$ cat config.mk
export PLATFORM = sky130hd
export DESIGN_NAME = serial_adder_ctrl_flat
export DESIGN_NICKNAME = d
export VERILOG_FILES = /design/src/rtl/serial_adder_ctrl_if.sv /design/src/rtl/serial_adder_ctrl.sv /design/src/flat_wrapper.sv
export SDC_FILE = /design/constraint.sdc
export NUM_CORES = 1
export LEC_CHECK = 0
export CORE_UTILIZATION = 46
export CTS_CLUSTER_DIAMETER = 100
export DETAILED_ROUTE_END_ITERATION = 12
export GPL_ROUTABILITY_DRIVEN = 0
export MAX_ROUTING_LAYER = met4
export PLACE_DENSITY = 0.74
export SLEW_MARGIN = 20
export SYNTH_ARGS = -nofsm -noshare
export SYNTH_HDL_FRONTEND = slang
export SYNTH_HIERARCHICAL = 1
export SYNTH_SLANG_ARGS = --single-unit
$ cat constraint.sdc
create_clock -name clk -period 1.2 [get_ports clk]
set_input_delay 0.24 -clock clk [delete_from_list [all_inputs] [get_ports clk]]
set_output_delay 0.24 -clock clk [all_outputs]
set_load 0.03 [all_outputs]
$ cat src/rtl/serial_adder_ctrl_if.sv
// Operand/result handshake bundle for the bit-serial adder.
interface serial_adder_ctrl_if #(
    parameter int unsigned WIDTH = 8
);
    logic             start;
    logic [WIDTH-1:0] a;
    logic [WIDTH-1:0] b;
    logic             busy;
    logic             done;
    logic [WIDTH-1:0] sum;
    logic             cout;

    // Requester side: issues operands, watches the result.
    modport master (
        output start,
        output a,
        output b,
        input  busy,
        input  done,
        input  sum,
        input  cout
    );

    // Adder side: consumes operands, returns the result.
    modport slave (
        input  start,
        input  a,
        input  b,
        output busy,
        output done,
        output sum,
        output cout
    );
endinterface

$ cat src/rtl/serial_adder_ctrl.sv
// Bit-serial adder: one shared full-adder slice walked LSB first over WIDTH
// clocks, with a start/done handshake and a held result register.

// Single-bit half adder; two of these plus an OR form the shared slice.
module half_adder (
    input  logic x,
    input  logic y,
    output logic s,
    output logic c
);
    assign s = x ^ y;
    assign c = x & y;
endmodule

module serial_adder_ctrl #(
    parameter int unsigned WIDTH = 8
) (
    input  logic                clk,
    input  logic                rst,
    serial_adder_ctrl_if.slave  bus
);
    localparam int unsigned CW = $clog2(WIDTH) + 1;

    typedef enum logic [1:0] {
        IDLE = 2'd0,
        RUN  = 2'd1,
        DONE = 2'd2
    } state_t;

    state_t           state_q, state_n;
    logic [WIDTH-1:0] sa_q, sa_n;
    logic [WIDTH-1:0] sb_q, sb_n;
    logic [WIDTH-1:0] acc_q, acc_n;
    logic             carry_q, carry_n;
    logic [CW-1:0]    cnt_q, cnt_n;
    logic [WIDTH-1:0] sum_q, sum_n;
    logic             cout_q, cout_n;
    logic             busy_q;
    logic             done_q;

    logic             s0, c0, c1, sum_bit, carry_out;
    logic [WIDTH-1:0] acc_shift;

    // Shared full-adder slice on the current LSBs and the running carry.
    half_adder u_ha0 (.x(sa_q[0]), .y(sb_q[0]), .s(s0),      .c(c0));
    half_adder u_ha1 (.x(s0),      .y(carry_q), .s(sum_bit), .c(c1));

    assign carry_out = c0 | c1;

    // New sum bit enters at the MSB so the LSB-first stream lands in order.
    assign acc_shift = (acc_q >> 1) | (WIDTH'(sum_bit) << (WIDTH - 1));

    // Next-state and datapath update.
    always_comb begin
        state_n = state_q;
        sa_n    = sa_q;
        sb_n    = sb_q;
        acc_n   = acc_q;
        carry_n = carry_q;
        cnt_n   = cnt_q;
        sum_n   = sum_q;
        cout_n  = cout_q;

        case (state_q)
            IDLE: begin
                if (bus.start) begin
                    sa_n    = bus.a;
                    sb_n    = bus.b;
                    carry_n = 1'b0;
                    cnt_n   = '0;
                    acc_n   = '0;
                    state_n = RUN;
                end
            end
            RUN: begin
                acc_n   = acc_shift;
                sa_n    = sa_q >> 1;
                sb_n    = sb_q >> 1;
                carry_n = carry_out;
                cnt_n   = cnt_q + CW'(1);
                if (cnt_q == CW'(WIDTH - 1)) begin
                    sum_n   = acc_shift;
                    cout_n  = carry_out;
                    state_n = DONE;
                end
            end
            DONE: begin
                state_n = IDLE;
            end
            default: begin
                state_n = IDLE;
            end
        endcase
    end

    // State and datapath registers; busy/done registered from next state.
    always_ff @(posedge clk) begin
        if (rst) begin
            state_q <= IDLE;
            sa_q    <= '0;
            sb_q    <= '0;
            acc_q   <= '0;
            carry_q <= 1'b0;
            cnt_q   <= '0;
            sum_q   <= '0;
            cout_q  <= 1'b0;
            busy_q  <= 1'b0;
            done_q  <= 1'b0;
        end else begin
            state_q <= state_n;
            sa_q    <= sa_n;
            sb_q    <= sb_n;
            acc_q   <= acc_n;
            carry_q <= carry_n;
            cnt_q   <= cnt_n;
            sum_q   <= sum_n;
            cout_q  <= cout_n;
            busy_q  <= (state_n != IDLE);
            done_q  <= (state_n == DONE);
        end
    end

    assign bus.busy = busy_q;
    assign bus.done = done_q;
    assign bus.sum  = sum_q;
    assign bus.cout = cout_q;
endmodule
$ cat src/flat_wrapper.sv
// flat-port wrapper written by rule: the top's interface ports become plain ports
module serial_adder_ctrl_flat 
#(
    parameter int unsigned WIDTH = 8
)
  (clk, rst, bus_start, bus_a, bus_b, bus_busy, bus_done, bus_sum, bus_cout);
  serial_adder_ctrl_if #(.WIDTH(WIDTH)) bus_i ();
  input  logic clk;
  input  logic rst;
  input wire logic [$bits(bus_i.start)-1:0] bus_start;
  input wire logic [$bits(bus_i.a)-1:0] bus_a;
  input wire logic [$bits(bus_i.b)-1:0] bus_b;
  output wire logic [$bits(bus_i.busy)-1:0] bus_busy;
  output wire logic [$bits(bus_i.done)-1:0] bus_done;
  output wire logic [$bits(bus_i.sum)-1:0] bus_sum;
  output wire logic [$bits(bus_i.cout)-1:0] bus_cout;
  assign bus_i.start = bus_start;
  assign bus_i.a = bus_a;
  assign bus_i.b = bus_b;
  assign bus_busy = bus_i.busy;
  assign bus_done = bus_i.done;
  assign bus_sum = bus_i.sum;
  assign bus_cout = bus_i.cout;
  serial_adder_ctrl #(.WIDTH(WIDTH)) u_core (.clk(clk), .rst(rst), .bus(bus_i));
endmodule
==> results of run 1 <==
## critical path, stage by stage (launching register included)
cell and delay, ps:
dfxtp_2 340, ha_4 150, and3b_2 200, buf_6 130, buf_6 120, nand4b_1 90
o21ai_1 70
## power by group through the flow
| stage | registers, mW | clock network, mW | logic (mW) |
|---|---|---|---|
| detailed placement | 1.49 | 0 | 0.377 |
| CTS | 1.46 | 1.35 | 0.395 |
| finish | 1.46 | 1.32 | 0.419 |
| global placement | 1.48 | 0 | 0.363 |
| global route | 1.47 | 1.42 | 0.448 |
| floorplan | 1.48 | 0 | 0.219 |
## registers in the layout (all words and copies together), names as in the netlist
name,count
u_core/acc_q,7
u_core/bus.busy,1
u_core/bus.cout,1
u_core/bus.done,1
u_core/bus.sum,8
u_core/carry_q,1
u_core/cnt_q,4
u_core/sa_q,8
u_core/sb_q,8
u_core/state_q,2
## cell usage after synthesis
master	number
nor2b_1	4
nor2_1	28
a311oi_2	1
and3b_1	1
buf_4	1
or3_1	1
a211oi_2	10
a31oi_1	1
nor3b_1	1
a21oi_1	2
a211oi_1	5
and2_1	1
a22oi_1	10
ha_1	3
o21bai_2	1
inv_1	2
nand3_1	2
o22ai_1	13
buf_6	4
o21ai_1	8
nand2b_2	1
nor3_1	1
o21ba_1	1
buf_2	7
clkbuf_1	4
a311oi_1	1
o211a_1	1
o21ai_0	1
dfxtp_1	41
nand2_1	4
nand4b_1	8
nand2b_1	9
## kinds of logic (layout without fill, tap and decap cells)
kind of cell / after synthesis / after routing / synth area share (%)
compound gates: 55 / 55 / 25.2
fa+ha+maj: 3 / 3 / 2.17
buf+inv: 18 / 65 / 6.37
flops: 41 / 41 / 47.5
simple gates: 61 / 61 / 18.8
## per-stage QoR
stage | hold WS [ps] | utilization (%) | setup slack [ps] | setup TNS (ps) | std cells
finish | 464 | 70.9 | -1.07 | -1.07 | 271
global route | 496 | 70.9 | -47.3 | -298 | 271
CTS | 470 | 68.2 | 2.30 | 0 | 269
detailed placement | 456 | 62.5 | -337 | -7750 | 258
global placement | 438 | 62.5 | -264 | -6260 | 258
floorplan | 388 | - | 3.83 | 0 | 178
## layer usage
layer  global-route usage [%]  vias to the layer above  wire length [um]
met4                     6.82                        0                44
met1                     28.1                      720              1830
li1                         -                      740                 -
met5                        -                        -                 0
met2                     34.3                       47              1960
met3                     6.16                        6               188
## layout make-up
class                   instances  area (um^2)
clock buffers                   5         68.8
clock inverters                 3         68.8
fillers                       272         1010
inverters                       2         11.3
multi-input cells             119          888
flip-flops and latches         41          830
well taps                      46         57.6
repair buffers                 55          533
## how the worst max path moves through the flow
stage	from	to	depth (start not counted)
4_1_cts	u_core/cnt_q[0]	u_core/bus.sum[4]	6
3_5_place_dp	bus_start	u_core/sb_q[5]	5
6_report	u_core/cnt_q[0]	u_core/bus.sum[5]	6
2_1_floorplan	u_core/cnt_q[0]	u_core/state_q[1]	5
3_3_place_gp	bus_start	u_core/sb_q[2]	5
5_1_grt	u_core/cnt_q[2]	u_core/bus.cout	4
## timing repair
action,4_1_cts,5_1_grt
endpoints found under the setup margin,21,14
gates resized for setup,13,20
pin swaps,2,1
cloned,0,0
setup buffers,4,2
==> out/results.ini, run 1 <==
[finish]
antennaDiodeCount=0
syn2layout_area_growth_pct=42.2
drive_gt1_share_pct=34.7
final_net_count=246
final_area_um2=2460
final_cell_mix=dfxtp_1 (36), buf_4 (27), nor2_1 (27)
layout.cells.most_common=dfxtp_1

[die]
start_util_pct=49.8
fp.dieH_um=63.3
boundaryPins=30
core_region_area_um2=3470
dieWidth_um=63.3
rows=21
fp.dieArea_um2=4010

[logic_synthesis]
synth_area_um2=1730
synthTopCellsByArea=dfxtp_1 (48%), a211oi_2 (7.2%), nor2_1 (6.1%)
yosys_warnings=6
synth_cell_types=32
synth_area_leader_cell=dfxtp_1
ys_ff_latch=41
syn_area_per_cell_um2=9.71
ys_seq_area_share_pct=47.5
syn_nets=200
synth_top_area_share_pct=47.5
syn_inst=178

[cts]
cts-root-buf=clkbuf_8
clock_path_buffers=2
clock_sinks=41
cts.reportedPaths.clkPinSlew_ps=80
htree_levels=2
hold_buffers=0
cts_buffers=5
cts_tree=built
clock_latency_ps=300

[global_routing]
grt_start_max_net_pins=38
grt_usage_pct=22.2
grt_pass1_wl_um=6670
antenna_found_initial=0
grt_pass1_vias=1413
overflow=0

[flow_run]
drv_cap=0

[timing]
fin_worst_skew_ps=8.33
setup_violations=1
finalHoldViolations=0
worst_pin_slew_ps=220
fmax_mhz=833
fin_crit_sh_pct=100
slew_headroom_pct=85.3
fin_crit_ps=1200
slew_violations=0
fin_ws_ps=-1.07
grt_setup_unrepaired=yes

[worst_setup_path]
worstPathArrival_ps=1390
ff2ff_path_depth=6
path_class=register to register
cp.required_ps=1390
endpoint_kind=register
critPathLaunchType=register
reg2reg_slack_ps=-1
timing.rr.start=u_core/cnt_q[0]
crit_path_max_fanout=6
r2r_end=u_core/bus.sum[5]

[pwr]
power.total_mw=3.20
leakage_nw=0.954
power.density_nw_per_um2=1300
netSwitchingPower_mw=0.718
ir_drop_uv=686
p_clk_share_pct=41.3
p_sw_share_pct=22.4
combPwrFrac_pct=13.1
intPower_mw=2.49
power_frac_seq_pct=45.6

[route]
num_vias=1513
drtAntennaViolNets=0
drc_errors=0
vias_per_cell=5.58
drtIter0Drc=103
first_pass_iters=4
wl_um=4030
wl_per_cell_um=14.9

[hold_path]
hold_path_end=u_core/bus.sum[3]
worst_hold_startpoint=u_core/bus.sum[3]
holdPathStages=2
hp-class=register to register

[outcome]
status=finished, violations left
failed_checks=negative setup slack

[placement]
place_area_um2=2170
numPortBuffers=29
hpwl_um=2680

(Power assumes the default switching activity.)
==> run 2, diff against run 1 <==
--- a/config.mk
+++ b/config.mk
@@ -5,6 +5,7 @@
 export SDC_FILE = /design/constraint.sdc
 export NUM_CORES = 1
 export LEC_CHECK = 0
+export CAP_MARGIN = 20
 export CORE_UTILIZATION = 46
 export CTS_CLUSTER_DIAMETER = 100
 export DETAILED_ROUTE_END_ITERATION = 12
==> results of run 2 <==
Final layout, timing and power as in run 1 (identical DEF).
==> run 3, diff against run 2 <==
--- a/config.mk
+++ b/config.mk
@@ -6,14 +6,15 @@
 export NUM_CORES = 1
 export LEC_CHECK = 0
 export CAP_MARGIN = 20
-export CORE_UTILIZATION = 46
+export CORE_UTILIZATION = 55
 export CTS_CLUSTER_DIAMETER = 100
 export DETAILED_ROUTE_END_ITERATION = 12
 export GPL_ROUTABILITY_DRIVEN = 0
 export MAX_ROUTING_LAYER = met4
-export PLACE_DENSITY = 0.74
+export PLACE_DENSITY = 0.83
 export SLEW_MARGIN = 20
 export SYNTH_ARGS = -nofsm -noshare
 export SYNTH_HDL_FRONTEND = slang
 export SYNTH_HIERARCHICAL = 1
 export SYNTH_SLANG_ARGS = --single-unit
+export TNS_END_PERCENT = 1
==> constraint.sdc (replaced) <==
create_clock -name clk -period 1.5 [get_ports clk]
set_input_delay 0.3 -clock clk [delete_from_list [all_inputs] [get_ports clk]]
set_output_delay 0.3 -clock clk [all_outputs]
set_load 0.03 [all_outputs]
==> run 3 against run 2 <==
Against the previous run:
- the run ends with design-rule violations left
- worst setup slack better by 85 ps
- first-iteration DRC count down 13%
- sequential power down 20%
- total power down 28%
- register-to-register slack better by 130 ps
- critical path type is now register to output port
- design area down 13%
- non-clock buffer count down 19
- combinational power down 38%
- global-route usage up 3.7 points
==> out/results.ini, run 3 (synthesis results as in run 1) <==
[route]
drtAntennaViolNets=0  ; unchanged
wl_per_cell_um=14.7  ; -0.95%
drtIter0Drc=90  ; -13%
wl_um=3650  ; -9.4%
num_vias=1444  ; -4.6%
drc_errors=1  ; +1
vias_per_cell=5.82  ; +4.3%
first_pass_iters=9  ; +5

[cts]
clock_latency_ps=350  ; +50 ps
cts_setup_buffers=0  ; -4
ctsResizeCount=11  ; -2
htree_levels=2  ; unchanged
clock_sinks=41  ; unchanged
cts.reportedPaths.clkPinSlew_ps=120  ; +40 ps
clock_path_buffers=2  ; unchanged
cts_buffers=5  ; unchanged
cts-root-buf=clkbuf_4
cts_tree=built
hold_buffers=0  ; unchanged

[outcome]
failed_checks=design-rule violations
status=finished, violations left

[worst_setup_path]
reg2reg_slack_ps=130  ; +130 ps
critPathLaunchType=register
crit_path_max_fanout=2  ; -4
r2r_end=u_core/acc_q[2]
crit_slowest_cell=dlygate4sd2_1
timing.rr.start=u_core/state_q[0]
path_class=register to output port
worstPathArrival_ps=1120  ; -270 ps
crit_family=buffers and inverters
cpPeakStageDelay_ps=400  ; +60 ps
worst-path-buf-inv=1  ; -1
ff2ff_path_depth=4  ; -2
path_cells=dlygate4sd2_1
cp.required_ps=1200  ; -190 ps
endpoint_kind=output port

[finish]
syn2layout_area_growth_pct=23.6
layout.cells.most_common=dfxtp_1
seqCellArea_um2=821  ; -1.1%
fillerInstances=212  ; -22%
final_cell_mix=dfxtp_1 (41), nor2_1 (28), clkdlybuf4s50_1 (18)
antennaDiodeCount=0  ; unchanged
final_area_um2=2140  ; -13%
drive_gt1_share_pct=14.1  ; -21 points
utilization_pct=74.2  ; +3.4 points
multi_input_area_um2=798  ; -10%
fin_cells=248  ; -8.5%
final_net_count=227  ; -7.7%

[timing]
setup_violations=0  ; -1
fin_worst_skew_ps=5.90  ; -2.42 ps
slew_headroom_pct=62.7  ; -23 points
finalHoldViolations=0  ; unchanged
worst_pin_slew_ps=559  ; +339 ps
fin_crit_sh_pct=94.4
fin_crit_ps=1420
fmax_mhz=706
fin_ws_ps=84.0  ; +85.1 ps
slew_violations=0  ; unchanged
whs_ps=474  ; +10.1 ps
grt_setup_unrepaired=no

[placement]
numPortBuffers=29  ; unchanged
place_area_um2=2050  ; -5.7%
hpwl_um=2490  ; -7.3%
dp_slack_ps=-77.8  ; +260 ps
dp.cells=240  ; -7.0%

[die]
dieWidth_um=58.1  ; -8.3%
start_util_pct=60.1  ; +10 points
fp.dieH_um=58.1  ; -8.3%
core_region_area_um2=2880  ; -17%
rows=19  ; -9.5%
boundaryPins=30  ; unchanged
fp.dieArea_um2=3370  ; -16%

[hold_path]
hold_path_end=u_core/bus.sum[0]
hp-class=register to register
holdPathStages=2  ; unchanged
worst_hold_startpoint=u_core/bus.sum[0]

[global_routing]
grt_pass1_vias=1392  ; -1.5%
antenna_found_initial=0  ; unchanged
grt_pass1_wl_um=6310  ; -5.5%
grt_start_max_net_pins=50  ; +32%
overflow=0  ; unchanged
grt_usage_pct=25.9  ; +3.7 points

[pwr]
ir_drop_uv=669  ; -2.5%
leakage_nw=0.843  ; -12%
power.density_nw_per_um2=1080  ; -17%

[flow_run]
drv_cap=0  ; unchanged

==> run 3: cell type report <==
type                            instances  area share, %
Tap cell                               42           2.46
Timing Repair Buffer                   36           16.6
Clock buffer                            5           1.76
Sequential cell                        41           38.4
Inverter                                2          0.351
Clock inverter                          3           3.05
Multi-Input combinational cell        119           37.4
==> run 3: layer usage <==
layer,vias to the layer above,part of all wire (%),GRT usage [%]
met4,0,1.7,9.86
met2,50,49,40.7
met3,8,7.3,8.04
li1,700,-,-
met5,-,0,-
met1,686,42,31.0
==> run 3: worst max path at each step <==
stage                      startpoint                end  slack, ps  cells past startpoint
floorplan             u_core/cnt_q[0]  u_core/state_q[1]        280                      5
global placement            bus_start     u_core/sa_q[6]         10                      5
detailed placement          bus_start     u_core/sa_q[5]        -80                      5
CTS                   u_core/cnt_q[0]  u_core/bus.sum[6]         40                      4
global route        u_core/state_q[0]    u_core/acc_q[2]         10                      4
finish              u_core/bus.sum[7]         bus_sum[7]         80                      1
==> run 3: power breakdown <==
| part | internal [mW] | leakage (nW) | switching (mW) |
|---|---|---|---|
| Combinational | 0.135 | 0.453 | 0.126 |
| Clock | 0.516 | 0.0552 | 0.363 |
| Sequential | 1.14 | 0.335 | 0.0312 |
| Total | 1.79 | 0.843 | 0.520 |
==> run 3: metrics by stage <==
step	total power, mW	TNS [ps]
after CTS	2.33	0
after floorplan	1.36	0
after global routing	2.40	0
after detailed placement	1.45	-514
after global placement	1.44	0
final	2.31	0
